===== src/rtl/register_dump.sv =====
// Debug read-out engine: walks register-file indices and streams each word
// as a 5-byte frame (header + 4 data bytes, LSB first) over valid/ready.
module register_dump #(
    parameter int unsigned FIRST_REG = 1,
    parameter int unsigned LAST_REG  = 31
) (
    input  logic        clk,
    input  logic        reset,
    input  logic        start,
    output logic        busy,
    output logic        done,
    output logic [4:0]  read_address,
    input  logic [31:0] read_data,
    output logic [7:0]  out_data,
    output logic        out_valid,
    input  logic        out_ready
);

    localparam logic [4:0] FIRST_IDX = 5'(FIRST_REG);
    localparam logic [4:0] LAST_IDX  = 5'(LAST_REG);

    typedef enum logic [1:0] {
        IDLE,
        FETCH,
        SEND,
        DONE
    } state_t;

    state_t      state_q, state_d;
    logic [4:0]  index_q, index_d;
    logic [2:0]  byte_cnt_q, byte_cnt_d;
    logic [31:0] word_q, word_d;

    always_ff @(posedge clk) begin
        if (!reset) begin
            state_q    <= IDLE;
            index_q    <= FIRST_IDX;
            byte_cnt_q <= 3'd0;
            word_q     <= 32'd0;
        end else begin
            state_q    <= state_d;
            index_q    <= index_d;
            byte_cnt_q <= byte_cnt_d;
            word_q     <= word_d;
        end
    end

    always_comb begin
        state_d    = state_q;
        index_d    = index_q;
        byte_cnt_d = byte_cnt_q;
        word_d     = word_q;
        unique case (state_q)
            IDLE: begin
                if (start) begin
                    index_d = FIRST_IDX;
                    state_d = FETCH;
                end
            end
            FETCH: begin
                word_d     = read_data;
                byte_cnt_d = 3'd0;
                state_d    = SEND;
            end
            SEND: begin
                if (out_ready) begin
                    if (byte_cnt_q == 3'd4) begin
                        byte_cnt_d = 3'd0;
                        if (index_q == LAST_IDX) begin
                            state_d = DONE;
                        end else begin
                            index_d = index_q + 5'd1;
                            state_d = FETCH;
                        end
                    end else begin
                        byte_cnt_d = byte_cnt_q + 3'd1;
                    end
                end
            end
            DONE: begin
                // Park the index so IDLE presents FIRST_REG on the read port.
                index_d = FIRST_IDX;
                state_d = IDLE;
            end
            default: state_d = IDLE;
        endcase
    end

    always_comb begin
        busy         = (state_q != IDLE);
        done         = (state_q == DONE);
        out_valid    = (state_q == SEND);
        read_address = index_q;
        out_data     = 8'd0;
        if (state_q == SEND) begin
            case (byte_cnt_q)
                3'd0:    out_data = {3'b101, index_q};
                3'd1:    out_data = word_q[7:0];
                3'd2:    out_data = word_q[15:8];
                3'd3:    out_data = word_q[23:16];
                3'd4:    out_data = word_q[31:24];
                default: out_data = 8'd0;
            endcase
        end
    end

endmodule


===== config.mk =====
export PLATFORM = sky130hd
export DESIGN_NAME = register_dump
export DESIGN_NICKNAME = d
export VERILOG_FILES = /design/src/rtl/register_dump.sv
export SDC_FILE = /design/constraint.sdc
export NUM_CORES = 1
export LEC_CHECK = 0
export BUFFER_PORTS_ARGS = -buffer_cell sky130_fd_sc_hd__buf_2
export CAP_MARGIN = 10
export CORE_MARGIN = 3
export CORE_UTILIZATION = 40
export CTS_BUF_LIST = sky130_fd_sc_hd__clkbuf_4 sky130_fd_sc_hd__clkbuf_8
export DETAILED_ROUTE_END_ITERATION = 10
export SLEW_MARGIN = 20
export SYNTH_ARGS = -nofsm -noshare
export SYNTH_HDL_FRONTEND = slang
export SYNTH_SLANG_ARGS = --single-unit

===== constraint.sdc =====
create_clock -name clk -period 2.3 [get_ports clk]
set_input_delay 0.46 -clock clk [delete_from_list [all_inputs] [get_ports clk]]
set_output_delay 0.46 -clock clk [all_outputs]
set_load 0.005 [all_outputs]

# After elaboration in Yosys (flattened, before gate mapping)
# Index checks and enable logic that the tools add are counted.
# Widths: inputs -> output; s select.
# word_totals
ff_bits	42
inputBits	36
output_inout_bits	16
word_cells	41
# op_classes
addsub	2
n_eq_ne	12
muxes	15
reduce_logical	8
# ops
operator	n
$pmux 8 s5	1
$mux 5	4
$pmux 5 s3	1
$mux 2	4
$mux 8	1
$pmux 2 s4	1
$eq 3x2->1 const B	2
$mux 3	2
$pmux 3 s2	1
$add 5x1->5 const B	1
$eq 5x5->1 const B	1
$reduce_and 5->1	1
$eq 2x2->1 const B	2
$ne 2x1->1 const B	2
$ne 2x2->1 const B	2
$reduce_bool 2->1	2
$add 3x1->3 const B	1
$eq 3x1->1 const B	1
$eq 3x3->1 const B	1
$logic_not 3->1	1
$reduce_and 3->1	1
$reduce_bool 3->1	1
$eq 2x1->1 const B	1
$logic_not 2->1	1
$reduce_and 2->1	1

# Logic depth before layout (Yosys ltp)
# logic_depth
word_depth	5
mapped_depth	7
depth_no_buf	6

# Worst setup path after synthesis
# Ideal clock, no wire load.
# synth_timing
path_kind	register -> output
startpoint	register byte_cnt_q[0]
endpoint	output out_data[0]
t_arrival_ns	1.448
path_slack_ns	0.392
stages_incl_launch_ff	7
n_path_buf	1
cell_sequence	dfxtp_1 inv_1 ha_1 clkbuf_1 or3_4 a21oi_4 nor3_1
# synth_between
elab_chain_cells	3
# synth_rtl
element	line	source
start: declaration	31	logic [2:0] byte_cnt_q, byte_cnt_d;
start signal: assignment	43	byte_cnt_q <= byte_cnt_d;
$eq 3x3->1 (tied with other cells)	96	case (byte_cnt_q)
$pmux 8 s5 (*)	96	
$mux 8 (*)	95	if (state_q == SEND) begin
end: declaration	14	output logic [7:0] out_data,
# Mark *: on every way between the ends. The rest lies on a longest branch, timed or not.

# Worst setup path after layout
# layout_timing
startpoint	register byte_cnt_q[0]
endpoint	output out_data[7]
# Same word-level chain as after synthesis.

==> Implementation_results.wiki <==
{| class="wikitable"
! Metric !! Value
|-
| Drt first-iter violations || around 180
|-
| Tot GR Track Use || 17.4%
|-
| Register area share after synthesis || 39.2%
|-
| Portion of synthesized cell area occupied by the leading cell type || 39.2%
|-
| Fin crit share || 98.8%
|-
| Routed WL per cell || 14.4 um
|-
| Post-synthesis to final-layout area growth || 25.6%
|-
| Filler cell count || 525
|-
| Skew-Pair Late Insertion Delay || 290 ps
|-
| Count of different cell masters after synthesis || 45
|-
| Post-detailed-routing wire length || roughly 5400 um
|-
| Core footprint || about 5100 um^2
|-
| Cell types occupying the most area after synthesis || sky130_fd_sc_hd__dfxtp_1, sky130_fd_sc_hd__nand2_1, sky130_fd_sc_hd__a21boi_1
|-
| Post-route DRC violation count || 0
|-
| Number of nets with antenna violations after detailed routing || 0
|-
| Synthesized area per cell || between 8 and 9 um^2
|-
| Instance count after placement with tap cells included || ~360
|-
| Total of buffers placed on input and output ports || 51
|-
| Pin count of the biggest net entering global routing || 49
|-
| Detail-routed via count per cell || 5.23
|-
| Buffers plus inverters on the worst setup path || 3
|-
| Total die area || ~6300 um^2
|-
| Fraction of synthesis flops using an asynchronous set or reset pin || 0%
|-
| Setup violations, final || 0
|-
| Dominant delay contributor by cell family on the critical path || compound AO/OA/AOI/OAI gates
|-
| Final hold slack || 398 ps
|-
| Number of enable flip-flop cells after synthesis || 0
|-
| Stage delay of the slowest cell on the critical path || 380 ps
|-
| Pins Over Slew Limit || 0
|-
| Number of buffers created by CTS || 5
|-
| Maximum clock path buffer count || 2
|-
| Top FF cell, synth || sky130_fd_sc_hd__dfxtp_1
|-
| Antenna violations before repair || 0
|-
| Global-route wire length before repair || 8560 um
|-
| HP Class || in2reg
|-
| Category of the worst setup path capture point || primary output
|-
| P per Cell Area || 584 nW/um^2
|-
| Worst-case clock skew || 3.64 ps
|-
| Clock sinks || 42
|-
| Clock period minus worst slack || 2270 ps
|-
| Achievable frequency || approximately 440 MHz
|-
| Slew margin rel. || 52.6%
|-
| Critical path fanouts, max || 10
|-
| Diode insertion count for antenna repair || 0
|-
| Post-CTS Hold Buffers || 0
|-
| Largest voltage drop on the vdd net || 0.000320 V
|-
| Syn Inst Count || 254
|-
| Master of the slowest instance on the critical path || sky130_fd_sc_hd__dfxtp_4
|-
| Post-route non-filler standard cell count || 373
|-
| Result of the run || complete, no violations
|-
| Share of layout cells above drive strength 1 || a little under a third
|-
| Transition time at the pin with the least slew margin || 712 ps
|-
| DR vias || 1952
|-
| Most frequent cells after synthesis || sky130_fd_sc_hd__nand2_1, sky130_fd_sc_hd__dfxtp_1, sky130_fd_sc_hd__a21boi_1
|-
| Clock-pin slew on the worst setup and hold paths || 80 ps
|-
| Starting Density || 41.8%
|-
| Final global-route overflow total || 0
|-
| Placer Congestion || slightly below 0.8
|-
| Critical Path Start Type || flop
|-
| Dpl hpwl || 3740 um
|-
| Buffer type at the clock tree root || sky130_fd_sc_hd__clkbuf_8
|-
| Startpoint-to-endpoint class of the critical path || reg2out
|-
| H-tree levels || 2
|-
| Required time reported for the critical path endpoint || 1840 ps
|-
| Mapped cell area || 2150 um^2
|-
| First-pass iteration count of the detailed router || 5
|-
| Area of combinational cells with multiple inputs || 1240 um^2
|-
| Placement Rows || 26
|-
| Clock tree from TritonCTS || built
|-
| Number of top-level design ports || 52
|-
| Post-layout nets || about 350
|-
| Flip-flop and latch area || 846 um^2
|-
| Synthesis-stage register bit count || 42
|-
| RSZ-0062 raised after global routing || true
|-
| Leak pwr || roughly 1.1 nW
|-
| Die outline width || 79.3 um
|-
| Library cell with the highest instance count after synthesis || sky130_fd_sc_hd__nand2_1
|-
| Maxcap violations || 0
|-
| Critical path, cell by cell || inv_4, ha_4, buf_4, a221o_1, a222oi_1, nor3_2, buf_2
|-
| Count of synthesis-stage warnings from yosys || 0
|-
| Synthesized net count || ~300
|-
| Die boundary height || 79.3 um
|-
| Signal arrival time at the worst endpoint || 1810 ps
|-
| Via count of the first global-routing pass || 1728
|-
| Final Hold Violating Endpoints || 0
|-
| Cell type contributing the most total cell area after synthesis || sky130_fd_sc_hd__dfxtp_1
|}
cells by family (layout without fill, tap and decap cells):
kind of cell / Yosys count / count (layout) / synth area share [%]
simple gates: 107 / 107 / 23.5
compound gates: 69 / 69 / 26.1
flops: 42 / 42 / 39.2
buf+inv: 27 / 76 / 6.24
fa+ha+maj: 7 / 7 / 4.08
mux: 2 / 2 / 0.932
power by group:
part	switching [mW]	internal, mW
Combinational	0.105	0.0949
Clock	0.245	0.347
Sequential	0.0248	0.758
Total	0.375	1.20
placed cells by master (no fill, tap or decap), types with 4 or more instances in the layout:
cell type	count
sky130_fd_sc_hd__nand2_1	68
sky130_fd_sc_hd__buf_2	51
sky130_fd_sc_hd__dfxtp_1	40
sky130_fd_sc_hd__a21boi_1	30
sky130_fd_sc_hd__buf_4	9
sky130_fd_sc_hd__a222oi_1	7
sky130_fd_sc_hd__nor3_2	6
sky130_fd_sc_hd__clkbuf_8	6
sky130_fd_sc_hd__a32oi_1	5
sky130_fd_sc_hd__o21a_1	5
sky130_fd_sc_hd__a21boi_0	5
sky130_fd_sc_hd__nor3_1	4
worst reg2reg max path, cell delays in order, from the launching register on:
cell and delay, ps:
sky130_fd_sc_hd__dfxtp_1 370, sky130_fd_sc_hd__ha_1 260, sky130_fd_sc_hd__and3_1 190, sky130_fd_sc_hd__ha_1 190
sky130_fd_sc_hd__and4b_1 280, sky130_fd_sc_hd__o22ai_2 130, sky130_fd_sc_hd__a311o_1 380
area by class of cell:
cell class,count,area share (%)
Clock buffer,6,3.06
Clock inverter,1,1.11
Inverter,4,0.649
Multi-Input combinational cell,185,45.9
Sequential cell,42,31.4
Tap cell,70,3.25
Timing Repair Buffer,65,14.7
metrics by stage:
| stage | util (%) | cell area, um^2 | setup WS (ps) | power, mW | setup TNS [ps] |
|---|---|---|---|---|---|
| floorplan | - | 2150 | 392 | 0.917 | 0 |
| global placement | 47.9 | 2460 | 206 | 0.987 | 0 |
| detailed placement | 47.9 | 2460 | 170 | 0.989 | 0 |
| CTS | 50.2 | 2580 | -3.48 | 1.58 | -5.97 |
| global route | 52.5 | 2700 | -43.6 | 1.64 | -213 |
| finish | 52.5 | 2700 | 27.0 | 1.58 | 0 |
per-layer routing:
layer | up-vias | share of wire (%) | track usage (%) | wire length [um]
met1 | 896 | 48 | 23.9 | 2570
met3 | 4 | 5.0 | 3.85 | 268
met5 | - | 0 | 0 | 0
met4 | 0 | 0.82 | 4.98 | 44
met2 | 52 | 46 | 27.3 | 2500
li1 | 1000 | - | - | -
state kept, by name, indices dropped and copies added, names as in the netlist:
signal        cells
word_q           32
byte_cnt_q        3
read_address      5
state_q           2
what timing repair did:
item,in CTS,in global routing
pin swaps,2,5
endpoints found under the setup margin,8,8
cloned,0,0
gates resized for setup,3,19
buffers inserted,0,4
final timing paths:
| kind | from | to | slack (ps) | cells after the start |
|---|---|---|---|---|
| min | read_data[24] | word_q[24]$_SDFFE_PN0P_ | 400 | 3 |
| max reg2reg | read_address[0]$_SDFFE_PN1P_ | read_address[2]$_SDFFE_PN0P_ | 380 | 6 |
| max | byte_cnt_q[0]$_SDFFE_PN0P_ | out_data[7] | 30 | 7 |
| min reg2reg | word_q[4]$_SDFFE_PN0P_ | word_q[4]$_SDFFE_PN0P_ | 460 | 2 |
No activity file was read; power rests on OpenSTA's default activity.
